--- src/rtl/drum_hit_spi_tx.sv ---
// drum_hit_spi_tx: buffers drum hit events in a small FIFO and serves them to
// the MCU as 16-bit SPI mode-0 frames (FPGA is slave, MSB first).
// Optional build macro DRUM_TX_DEDUP_EN enables per-hand duplicate suppression
// over a HOLDOFF_CYCLES window.
module drum_hit_spi_tx #(
  parameter int unsigned FIFO_DEPTH     = 4,
  parameter int unsigned HOLDOFF_CYCLES = 1000
) (
  input  logic       clk,
  input  logic       rst_n,
  input  logic       hit_valid,
  input  logic [2:0] hit_zone,
  input  logic       hit_left,
  input  logic [7:0] hit_velocity,
  input  logic       sck,
  input  logic       cs_n,
  output logic       sdo,
  output logic [4:0] fifo_count,
  output logic       overflow
);

  localparam int unsigned AW = (FIFO_DEPTH > 1) ? $clog2(FIFO_DEPTH) : 1;
  localparam int unsigned CW = 5;
  localparam int unsigned FW = 16;
  localparam int unsigned BW = 5;

  typedef struct packed {
    logic       left;
    logic [2:0] zone;
    logic [1:0] seq;
    logic [7:0] vel;
  } entry_t;

  typedef enum logic [1:0] {
    S_IDLE,
    S_LOAD,
    S_SHIFT,
    S_DONE
  } state_t;

  state_t          state_q, state_d;
  logic [2:0]      sck_sync_q, cs_sync_q;
  logic            sck_rise_c, sck_fall_c, cs_fall_c, cs_high_c;
  entry_t          mem_q [FIFO_DEPTH];
  logic [AW-1:0]   wr_ptr_q, rd_ptr_q;
  logic [CW-1:0]   count_q;
  logic [1:0]      seq_q;
  logic            overflow_q;
  logic [FW-1:0]   shreg_q;
  logic            sdo_q;
  logic [BW-1:0]   bit_cnt_q;
  logic            ov_sent_q, frame_valid_q, done_seen_q;
  logic            load_c, shift_c, bit_inc_c, done_c;
  logic            hit_ok_c, dup_c, full_c, empty_c, push_c, pop_c, drop_c;
  entry_t          head_c, new_entry_c;
  logic [FW-1:0]   frame_c;

  // Two-flop synchronizers plus a history flop for edge detection
  always_ff @(posedge clk or negedge rst_n) begin
    if (!rst_n) begin
      sck_sync_q <= 3'b000;
      cs_sync_q  <= 3'b111;
    end else begin
      sck_sync_q <= {sck_sync_q[1:0], sck};
      cs_sync_q  <= {cs_sync_q[1:0], cs_n};
    end
  end

  assign sck_rise_c = sck_sync_q[1] & ~sck_sync_q[2];
  assign sck_fall_c = ~sck_sync_q[1] & sck_sync_q[2];
  assign cs_fall_c  = ~cs_sync_q[1] & cs_sync_q[2];
  assign cs_high_c  = cs_sync_q[1];

  // FIFO status, frame selection and push/drop decisions
  assign full_c      = (count_q == CW'(FIFO_DEPTH));
  assign empty_c     = (count_q == CW'(0));
  assign head_c      = mem_q[rd_ptr_q];
  assign frame_c     = empty_c ? {1'b0, overflow_q, 14'h0} : {1'b1, overflow_q, head_c};
  assign hit_ok_c    = hit_valid & ~hit_zone[2];
  assign pop_c       = done_c & frame_valid_q;
  assign push_c      = hit_ok_c & ~dup_c & (~full_c | pop_c);
  assign drop_c      = hit_ok_c & ~dup_c & full_c & ~pop_c;
  assign new_entry_c = '{left: hit_left, zone: hit_zone, seq: seq_q, vel: hit_velocity};

`ifdef DRUM_TX_DEDUP_EN
  localparam int unsigned HW = (HOLDOFF_CYCLES > 0) ? $clog2(HOLDOFF_CYCLES + 1) : 1;

  logic [HW-1:0] hold_cnt_q  [2];
  logic [2:0]    last_zone_q [2];

  assign dup_c = hit_ok_c && (hit_zone == last_zone_q[hit_left]) &&
                 (hold_cnt_q[hit_left] < HW'(HOLDOFF_CYCLES));

  // Per-hand holdoff timers restart on every pushed hit and saturate at the window
  always_ff @(posedge clk or negedge rst_n) begin
    if (!rst_n) begin
      for (int h = 0; h < 2; h++) begin
        hold_cnt_q[h]  <= HW'(HOLDOFF_CYCLES);
        last_zone_q[h] <= 3'd0;
      end
    end else begin
      for (int h = 0; h < 2; h++) begin
        if (push_c && (hit_left == 1'(h))) begin
          hold_cnt_q[h]  <= HW'(0);
          last_zone_q[h] <= hit_zone;
        end else if (hold_cnt_q[h] < HW'(HOLDOFF_CYCLES)) begin
          hold_cnt_q[h] <= hold_cnt_q[h] + HW'(1);
        end
      end
    end
  end
`else
  logic unused_holdoff;

  // Without dedup every valid hit is a candidate; the holdoff window is inert
  assign dup_c          = 1'b0;
  assign unused_holdoff = ^32'(HOLDOFF_CYCLES);
`endif

  // Frame FSM state register
  always_ff @(posedge clk or negedge rst_n) begin
    if (!rst_n) begin
      state_q <= S_IDLE;
    end else begin
      state_q <= state_d;
    end
  end

  // Frame FSM next state and datapath strobes
  always_comb begin
    state_d   = state_q;
    load_c    = 1'b0;
    shift_c   = 1'b0;
    bit_inc_c = 1'b0;
    done_c    = 1'b0;
    unique case (state_q)
      S_IDLE: begin
        if (cs_fall_c) state_d = S_LOAD;
      end
      S_LOAD: begin
        if (cs_high_c) begin
          state_d = S_IDLE;
        end else begin
          load_c  = 1'b1;
          state_d = S_SHIFT;
        end
      end
      S_SHIFT: begin
        if (cs_high_c) begin
          state_d = S_IDLE;
        end else begin
          shift_c   = sck_fall_c;
          bit_inc_c = sck_rise_c;
          if (sck_rise_c && (bit_cnt_q == BW'(15))) state_d = S_DONE;
        end
      end
      S_DONE: begin
        done_c = ~done_seen_q;
        if (cs_high_c) state_d = S_IDLE;
      end
      default: state_d = S_IDLE;
    endcase
  end

  // Shift register, sdo and per-frame bookkeeping
  always_ff @(posedge clk or negedge rst_n) begin
    if (!rst_n) begin
      shreg_q       <= '0;
      sdo_q         <= 1'b0;
      bit_cnt_q     <= '0;
      ov_sent_q     <= 1'b0;
      frame_valid_q <= 1'b0;
      done_seen_q   <= 1'b0;
    end else begin
      if (load_c) begin
        shreg_q       <= frame_c;
        sdo_q         <= frame_c[FW-1];
        bit_cnt_q     <= '0;
        ov_sent_q     <= overflow_q;
        frame_valid_q <= ~empty_c;
        done_seen_q   <= 1'b0;
      end
      if (shift_c) begin
        shreg_q <= {shreg_q[FW-2:0], 1'b0};
        sdo_q   <= shreg_q[FW-2];
      end
      if (bit_inc_c) bit_cnt_q <= bit_cnt_q + BW'(1);
      if (done_c) done_seen_q <= 1'b1;
    end
  end

  // FIFO pointers, occupancy, sequence number and sticky overflow
  always_ff @(posedge clk or negedge rst_n) begin
    if (!rst_n) begin
      wr_ptr_q   <= '0;
      rd_ptr_q   <= '0;
      count_q    <= '0;
      seq_q      <= 2'd0;
      overflow_q <= 1'b0;
    end else begin
      if (push_c) begin
        wr_ptr_q <= wr_ptr_q + AW'(1);
        seq_q    <= seq_q + 2'd1;
      end
      if (pop_c) rd_ptr_q <= rd_ptr_q + AW'(1);
      if (push_c && !pop_c) begin
        count_q <= count_q + CW'(1);
      end else if (pop_c && !push_c) begin
        count_q <= count_q - CW'(1);
      end
      if (drop_c) begin
        overflow_q <= 1'b1;
      end else if (done_c && ov_sent_q) begin
        overflow_q <= 1'b0;
      end
    end
  end

  // Event storage; contents are don't-care until written
  always_ff @(posedge clk) begin
    if (push_c) mem_q[wr_ptr_q] <= new_entry_c;
  end

  assign sdo        = sdo_q;
  assign fifo_count = count_q;
  assign overflow   = overflow_q;

endmodule
--- config.mk ---
export PLATFORM = sky130hd
export DESIGN_NAME = drum_hit_spi_tx
export DESIGN_NICKNAME = d
export VERILOG_FILES = /design/src/rtl/drum_hit_spi_tx.sv
export SDC_FILE = /design/constraint.sdc
export NUM_CORES = 1
export LEC_CHECK = 0
export CORE_MARGIN = 4
export CORE_UTILIZATION = 55
export DETAILED_ROUTE_END_ITERATION = 8
export GPL_TIMING_DRIVEN = 0
export PLACE_DENSITY = 0.72
export RECOVER_POWER = 50
export SLEW_MARGIN = 20
export SYNTH_ARGS = -nofsm -noshare
export SYNTH_HDL_FRONTEND = slang
export SYNTH_SLANG_ARGS = --single-unit
--- constraint.sdc ---
create_clock -name clk -period 3.35 [get_ports clk]
set_input_delay 0.335 -clock clk [delete_from_list [all_inputs] [get_ports clk]]
set_output_delay 0.335 -clock clk [all_outputs]
set_load 0.005 [all_outputs]
# Word-level counts from Yosys, hierarchy flattened
# Memory sizes are Yosys's and may differ from the RTL's.
# Index checks and enable logic that the tools add are counted.
[word_totals]
reg_bits = 44
latch_bits = 0
ramBits = 56
rom_bits = 0
in_bits = 17
output_inout_bits = 7
word_cells = 88
mem_count = 1
[mem_list]
columns = ["memory", "words", "width", "rd", "rd_ports_with_merged_regs", "write_ports", "line", "source"]
rows = [
  ["mem_q", 4, 14, 1, 0, 1, "44", "entry_t mem_q [FIFO_DEPTH];"],
]
[op_classes]
n_addsub = 6
mul = 0
div = 0
magnitude_cmp = 0
n_eq_ne = 8
n_shift = 0
n_mux = 28
n_bitwise = 17
n_reduce_logical = 14
[ops]
columns = ["op", "n"]
rows = [
  ["15-bit 2-to-1 mux", 2],
  ["5-bit 2-to-1 mux", 4],
  ["16-bit 2-to-1 mux", 1],
  ["1-bit 2-to-1 mux", 15],
  ["5-bit by 1-bit adder with 5-bit output, second input constant", 2],
  ["2-bit 2-to-1 mux", 5],
  ["2-bit nonzero test", 5],
  ["1-bit bitwise AND", 8],
  ["1-bit NOT", 8],
  ["2-bit case mux with 4 select lines", 1],
  ["2-bit by 1-bit adder with 2-bit output, second input constant", 3],
  ["5-bit by 3-bit equality test with 1-bit output, second input constant", 1],
  ["5-bit by 4-bit equality test with 1-bit output, second input constant", 1],
  ["5-bit logical NOT", 1],
  ["5-bit by 1-bit subtractor with 5-bit output, second input constant", 1],
  ["2-bit equality test, second input constant", 2],
  ["1-bit logical AND", 4],
  ["2-bit != test, second input constant", 2],
  ["3-bit != test, second input constant", 1],
  ["3-bit AND reduction", 1],
  ["2-bit by 1-bit equality test with 1-bit output, second input constant", 1],
  ["1-bit logical NOT", 2],
  ["2-bit logical NOT", 1],
  ["1-bit OR", 1],
]

# Logic depth before layout (Yosys ltp)
# Gate-level depths: netlist of run 1.
[logic_depth]
ltp_word = 9
mapped_depth = 9
depth_no_buf = 8

# Least setup slack after synthesis of run 1
# OpenSTA, ideal clock, no wires.
[synth_path]
kind = "register -> register"
startpoint = "register count_q[1] (netlist: fifo_count[1])"
endpoint = "register count_q[4] (netlist: fifo_count[4])"
setup_time_ns = 0.131
arrival_ns = 2.421
required_time_ns = 3.219
setup_slack_ns = 0.798
path_stages_with_launch = 9
n_path_buf = 0
period_less_slack_ns = 2.552
cell_sequence = "dfrtp_1 > nor4_4 > a31oi_4 > ha_1 > inv_1 > ha_1 > or4_1 > o211ai_1 > o211ai_1"
[synth_via]
elab_chain_len = 7
elab_cells_between_ends = 12
classes_between = "2 x add/sub; 1 x eq/ne; 2 x mux; 3 x bitwise; 4 x reduce/logical"
[synth_lines]
columns = ["element", "line", "source"]
rows = [
  ["start, declared", "46", "logic [CW-1:0] count_q;"],
  ["start signal, assigned", "207", "count_q <= count_q + CW'(1);"],
  ["start signal, assigned", "209", "count_q <= count_q - CW'(1);"],
  ["5-bit by 3-bit equality test with 1-bit output (*)", "75", "assign full_c = (count_q == CW'(FIFO_DEPTH));"],
  ["1-bit NOT (*)", "81", "assign push_c = hit_ok_c & ~dup_c & (~full_c | pop_c);"],
  ["1-bit OR (*)", "81", ""],
  ["1-bit bitwise AND (*)", "81", ""],
  ["named net push_c", "54", "logic hit_ok_c, dup_c, full_c, empty_c, push_c, pop_c, drop_c;"],
  ["1-bit logical NOT", "208", "end else if (pop_c && !push_c) begin"],
  ["1-bit logical AND", "208", ""],
  ["2-bit nonzero test (no line)", "-", ""],
]
# Mark *: on every way through the listed nets, which the timed path passes. The rest lies on a longest branch. The select of a mux whose other input is x is not followed.
# A chain may end at the register's enable or synchronous reset.

# Worst setup path in the final report of run 1
[layout_path]
startpoint = "register state_q[0]"
endpoint = "register count_q[4] (netlist: fifo_count[4])"
[layout_via]
elab_chain_len = 8
elab_cells_between_ends = 11
classes_between = "1 x eq/ne; 2 x mux; 3 x bitwise; 5 x reduce/logical"
[layout_lines]
columns = ["element", "line", "source"]
rows = [
  ["start, declared", "41", "state_t state_q, state_d;"],
  ["start signal, assigned", "125", "state_q <= state_d;"],
  ["2-bit equality test (*)", "136", "unique case (state_q)"],
  ["1-bit 2-to-1 mux (*)", "136", ""],
  ["1-bit bitwise AND (*)", "80", "assign pop_c = done_c & frame_valid_q;"],
  ["1-bit OR (*)", "81", ""],
  ["1-bit bitwise AND (*)", "81", ""],
  ["named net push_c", "54", ""],
  ["1-bit logical NOT", "208", ""],
  ["1-bit logical AND", "208", ""],
  ["2-bit nonzero test (no line)", "-", ""],
]
# Mark *: on every way through the listed nets, which the timed path passes. The rest lies on a longest branch.

==> flow_metrics.tcl, run 1 <==
set metrics [dict create \
    worstSkewPairLatency_ps 360 \
    worstHoldStart "sck_sync_q[0]" \
    clkSinkCount 100 \
    path_max_fanout 9 \
    final_net_count 355 \
    area_growth_pct 12.4 \
    placed_area_um2 4710 \
    cap_violations 1 \
    grt_pass1_vias 2624 \
    fmax_mhz 353 \
    grt_usage_pct 17.6 \
    placementRows 32 \
    hp-class "reg -> reg" \
    rr_worst_depth 9 \
    start_util_pct 56.4 \
    fin_area_um2 4880 \
    grt-ovfl-total 0 \
    io_pins 24 \
    min_path_cells 0 \
    synth_cells 291 \
    syn_nets 319 \
    drc 0 \
    vdd.ir_drop.worst_mv 0.334 \
    worst_pin_slew_ps 1500 \
    power_leakage_nw 1.86 \
    gp_congestion 0.765 \
    core_area_um2 7690 \
    endpoint_kind "flip-flop" \
    portBuffers 23 \
    synth_warnings 0 \
    synth_edf_count 56 \
    synth_cell_type_count 47 \
    cts_tree "built" \
    share_comb_of_total_power_pct 26.7 \
    netSwitchingFraction_pct 30.9 \
    synth_area_leaders "edfxtp_1 (39%), dfrtp_1 (24%), mux4_2 (7.3%)" \
    synth_top_area_share_pct 38.8 \
    syn_avg_cell_area_um2 14.9 \
    r2r-end "fifo_count[4]" \
    ys_seq_elements 100 \
    fillers 593 \
    htree_num_levels 3 \
    synth_flop_cell "edfxtp_1" \
    ff_latch_area_um2 2790 \
    grt_max_degree 29 \
    setup_tns_ps 0 \
    path_class "reg -> reg" \
    drive_gt1_share_pct 17.5 \
    viasPerCell 5.63 \
    grt_pass1_wl_mm 13.1 \
    power_switching_w 0.00104 \
    hold_viol 0 \
    drt-total-wl_mm 7.50 \
    synthArstFlopShare_pct 44.0 \
    setup_violations 0 \
    fin_crit_sh_pct 84.7 \
    final_max_slew_viol_count 0 \
    crit_arrival_ps 3070 \
    final_cell_mix "edfxtp_1 (56), dfrtp_1 (41), nand2_1 (27)" \
    first_pass_iters 5 \
    num_antenna_cells 0 \
    clock_path_buffers 2 \
    seq_area_frac_synth_pct 64.2 \
    dpl.hpwl_mm 5.07 \
    min_period_ps 2840 \
    die_h_um 96.8 \
    antenna_found_initial 0 \
    drt-initial-drc-count 156 \
    rsz0062_at_grt "false" \
    post_cts_resized 0 \
    final_common_cell "edfxtp_1" \
    die_w_um 96.8 \
    cts_buffers 9 \
    routedWlPerCell_um 17.3 \
    start_kind "flip-flop" \
    whs_ps 363 \
    critical_path.reg2reg.startpoint "state_q[0]" \
    status "complete, but fails checks" \
    p_int_w 0.00233 \
    synthesis.area_um2 4340 \
    reg2reg_slack_ps 510 \
    skew_ps 11.9 \
    clk_pin_slew_ps 100 \
    synth_area_leader_cell "edfxtp_1" \
    min_to "sck_sync_q[1]" \
    seqPwrFrac_pct 52.6 \
    multi_input_area_um2 1360 \
    max_slew_margin_pct 0.323 \
    cts-root-buf "clkbuf_8" \
    violations "max-capacitance violations" \
    cp.required_ps 3580 \
    dieArea_um2 9370 \
    drtAntennaViolNets 0 \
    powerDensity_nw_per_um2 690 \
    num_vias 2445 \
    p_clk_share_pct 20.6 \
]
[metrics by stage]
step / total power (W) / utilization, % / setup WS (ps) / std cells
floorplan: 0.00241 / - / 798 / 291
global placement: 0.00268 / 61.1 / 337 / 416
detailed placement: 0.00272 / 61.3 / 275 / 417
CTS: 0.00341 / 63.7 / 525 / 434
global route: 0.00359 / 63.4 / 270 / 434
finish: 0.00336 / 63.4 / 513 / 434
[worst max-delay path, stage by stage, from the launching register on]
cell and delay, ps:
dfrtp_1 340, buf_4 150, nand4b_2 260, a31oi_4 360, ha_1 310, inv_1 150
ha_1 380, or4_1 530, o211ai_1 110, o211ai_1 110
[Yosys cell counts (2+ instances only)]
cell,number
edfxtp_1,56
dfrtp_1,41
nand2_1,27
inv_1,23
nand3_1,21
mux4_2,14
ha_1,10
o221ai_2,7
a21oi_1,6
and2_1,6
buf_4,6
o21ai_0,6
o221ai_1,6
xnor2_1,6
nor3b_1,4
buf_2,3
buf_6,3
dfstp_2,3
mux2i_1,3
nor2_1,3
o211ai_1,3
a22o_1,2
clkbuf_1,2
mux2_2,2
nand2b_1,2
nand4b_1,2
nor2b_1,2
or4_1,2
xor2_1,2
[area by class of cell]
class	count	area share (%)
tap	102	2.62
multi-input combinational	153	27.9
inverter	23	1.77
timing repair buffer	25	4.87
sequential	100	57.1
buffer	15	2.15
clock inverter	7	1.03
clock buffer	9	2.54
[worst max-delay path by stage]
| stage | from | slack, ps | end |
|---|---|---|---|
| 2_1_floorplan | fifo_count[1] | 800 | fifo_count[4] |
| 3_3_place_gp | hit_zone[2] | 340 | fifo_count[4] |
| 3_5_place_dp | hit_zone[2] | 270 | fifo_count[4] |
| 4_1_cts | fifo_count[1] | 530 | fifo_count[4] |
| 5_1_grt | state_q[0] | 270 | fifo_count[4] |
| 6_report | state_q[0] | 510 | fifo_count[4] |
[state kept, by name, summed over array words and instances, names as in the netlist, 2 cells and up]
name / cells
state_q: 2
shreg_q: 15
cs_sync_q: 3
bit_cnt_q: 5
mem_q: 56
rd_ptr_q: 2
sck_sync_q: 3
seq_q: 2
wr_ptr_q: 2
fifo_count: 5
[layer usage]
metal / up-vias / wire (µm) / track usage [%]
li1: 1156 / - / -
met1: 1239 / 3460 / 24.6
met2: 41 / 3700 / 28.1
met3: 9 / 217 / 2.74
met4: 0 / 123 / 6.80
met5: - / 0 / 0
[power by group through the flow]
stage          registers, W  clock network, W  logic (W)
6_report            0.00177          0.000694   0.000898
4_1_cts             0.00177          0.000714   0.000922
2_1_floorplan       0.00175                 0   0.000657
3_5_place_dp        0.00180                 0   0.000919
3_3_place_gp        0.00179                 0   0.000891
5_1_grt             0.00181          0.000773    0.00101
[what timing repair did]
| action | 4_1_cts | 5_1_grt |
|---|---|---|
| hold buffers | 1 | 0 |
| hold endpoints to repair | 16 | 0 |
| setup buffers | 0 | 0 |
[kinds of logic (layout without fill, tap and decap cells)]
group	Yosys count	count (layout)	synth area share, %
buffers and inverters	38	79	4.41
adder cells (fa/ha/maj)	11	11	3.35
flip-flops	100	100	64.2
AO/OA/AOI/OAI	36	36	7.73
multiplexers	20	20	8.74
AND/OR/NAND/NOR	78	78	9.92
XOR/XNOR	8	8	1.62
No activity file was read; power rests on OpenSTA's default activity.
==> inputs of run 2 (changes only) <==
==> constraint.sdc (replaced) <==
create_clock -name clk -period 2.9 [get_ports clk]
set_input_delay 0.29 -clock clk [delete_from_list [all_inputs] [get_ports clk]]
set_output_delay 0.29 -clock clk [all_outputs]
set_load 0.005 [all_outputs]
==> run 2 against run 1 <==
  * The flow now finishes without violations
  * Clock power rose by 16%
  * Non-clock buffer count rose by 3
  * Register-to-register slack got worse by 260 ps
  * Hold slack barely moved
  * Critical endpoint unchanged
==> flow_metrics.tcl, run 2 (same netlist as run 1, synthesis figures left out) <==
set metrics [dict create \
    min_period_ps 2670 \
    max_slew_margin_pct 18.9 \
    grt-ovfl-total 0 \
    hp-class "reg -> reg" \
    start_util_pct 56.4 \
    grt_pass1_wl_mm 13.1 \
    cts-root-buf "clkbuf_8" \
    drive_gt1_share_pct 18.2 \
    grt_pass1_vias 2624 \
    final_net_count 358 \
    grt_usage_pct 17.6 \
    grt_max_degree 29 \
    path_max_fanout 7 \
    clock_path_buffers 2 \
    area_growth_pct 13.4 \
    setup_violations 0 \
    endpoint_kind "flip-flop" \
    whs_ps 364 \
    core_area_um2 7690 \
    gp_congestion 0.765 \
    num_antenna_cells 0 \
    cap_violations 0 \
    start_kind "input pin" \
    largestRegisters "mem_q x56, shreg_q x15" \
    final_cell_mix "edfxtp_1 (56), dfrtp_1 (41), nand2_1 (27)" \
    num_vias 2454 \
    cts_tree "built" \
    pre_cts_slack_ps -130 \
    final_max_slew_viol_count 0 \
    placementRows 32 \
    clk_pin_slew_ps 100 \
    path_cells "dlygate4sd3_1, nand2b_1, a31oi_4, ha_1, inv_1, ha_1, or4_1, o211ai_1, o211ai_1" \
    die_w_um 96.8 \
    status "complete, no violations" \
    vdd.ir_drop.worst_mv 0.384 \
    setup_slack_ps 228 \
    viasPerCell 5.62 \
    cp.required_ps 3130 \
    drt-initial-drc-count 186 \
    dieArea_um2 9370 \
    dpl.hpwl_mm 5.07 \
    cts_buffers 9 \
    fmax_mhz 374 \
    portBuffers 23 \
    skew_ps 13.6 \
    crit_family "buffers and inverters" \
    fin_crit_sh_pct 92.2 \
    htree_num_levels 3 \
    drc 0 \
    final_common_cell "edfxtp_1" \
    worst-path-buf-inv 2 \
    antenna_found_initial 0 \
    first_pass_iters 4 \
    worstSkewPairLatency_ps 360 \
    largest-register "mem_q" \
    crit_arrival_ps 2910 \
    drtAntennaViolNets 0 \
    powerDensity_nw_per_um2 793 \
    routedWlPerCell_um 17.2 \
    die_h_um 96.8 \
    fillers 586 \
    rsz0062_at_grt "false" \
    hold_viol 0 \
    cp_slowest_cell "dlygate4sd3_1" \
    clkSinkCount 100 \
    path_class "in -> reg" \
    power_leakage_nw 1.90 \
    crit_path_max_incr_delay_ps 620 \
    largest_reg_flops 56 \
    drt-total-wl_mm 7.53 \
    worst_pin_slew_ps 1220 \
    io_pins 24 \
]
-- run 2: final timing paths --
kind / start / endpoint / slack, ps / cells past startpoint
worst max-delay path: hit_zone[2] / fifo_count[4] / 230 / 9
worst min-delay path: sck_sync_q[0] / sck_sync_q[1] / 360 / 0
worst max register to register: fifo_count[4] / fifo_count[4] / 250 / 8
worst min register to register: sck_sync_q[0] / sck_sync_q[1] / 360 / 0
max in group asynchronous: rst_n / fifo_count[1] / 540 / 3
min in group asynchronous: rst_n / shreg_q[8] / 610 / 2
-- run 2: layout make-up --
cell class	instances	area (µm²)	area share, %
Sequential cell	100	2790	56.7
Multi-Input combinational cell	153	1370	27.8
Clock buffer	9	124	2.52
Inverter	23	86.3	1.76
Clock inverter	7	50.0	1.02
Buffer	15	105	2.14
Timing Repair Buffer	28	269	5.47
Tap cell	102	128	2.60
-- run 2: report_power, final --
part	leakage, nW	internal [W]	total, W	switching [W]
clock network	0.0894	0.000318	0.000803	0.000485
registers	1.05	0.00183	0.00205	0.000220
logic	0.762	0.000553	0.00105	0.000499
total	1.90	0.00270	0.00390	0.00120
-- run 2: through the flow --
stage               total power (W)  area, µm²  utilization [%]  TNS [ps]  cells
floorplan                   0.00278       4340                -         0    291
global placement            0.00309       4700             61.1     -67.9    416
detailed placement          0.00314       4710             61.3      -130    417
CTS                         0.00394       4890             63.7         0    434
global route                0.00417       4920             64.0         0    437
finish                      0.00390       4920             64.0         0    437
-- run 2: routing by layer --
layer / up-vias / share of wire (%) / GRT usage (%)
met5: - / 0 / 0
met4: 0 / 1.6 / 6.80
met3: 9 / 3.3 / 2.74
met2: 35 / 50 / 28.1
met1: 1253 / 45 / 24.6
li1: 1157 / - / -
-- run 2: timing repair --
item,4_1_cts,5_1_grt
resized for setup,0,1
endpoints found under the hold margin,16,0
hold buffers,1,0
setup endpoints to repair,0,2
setup buffers,0,3
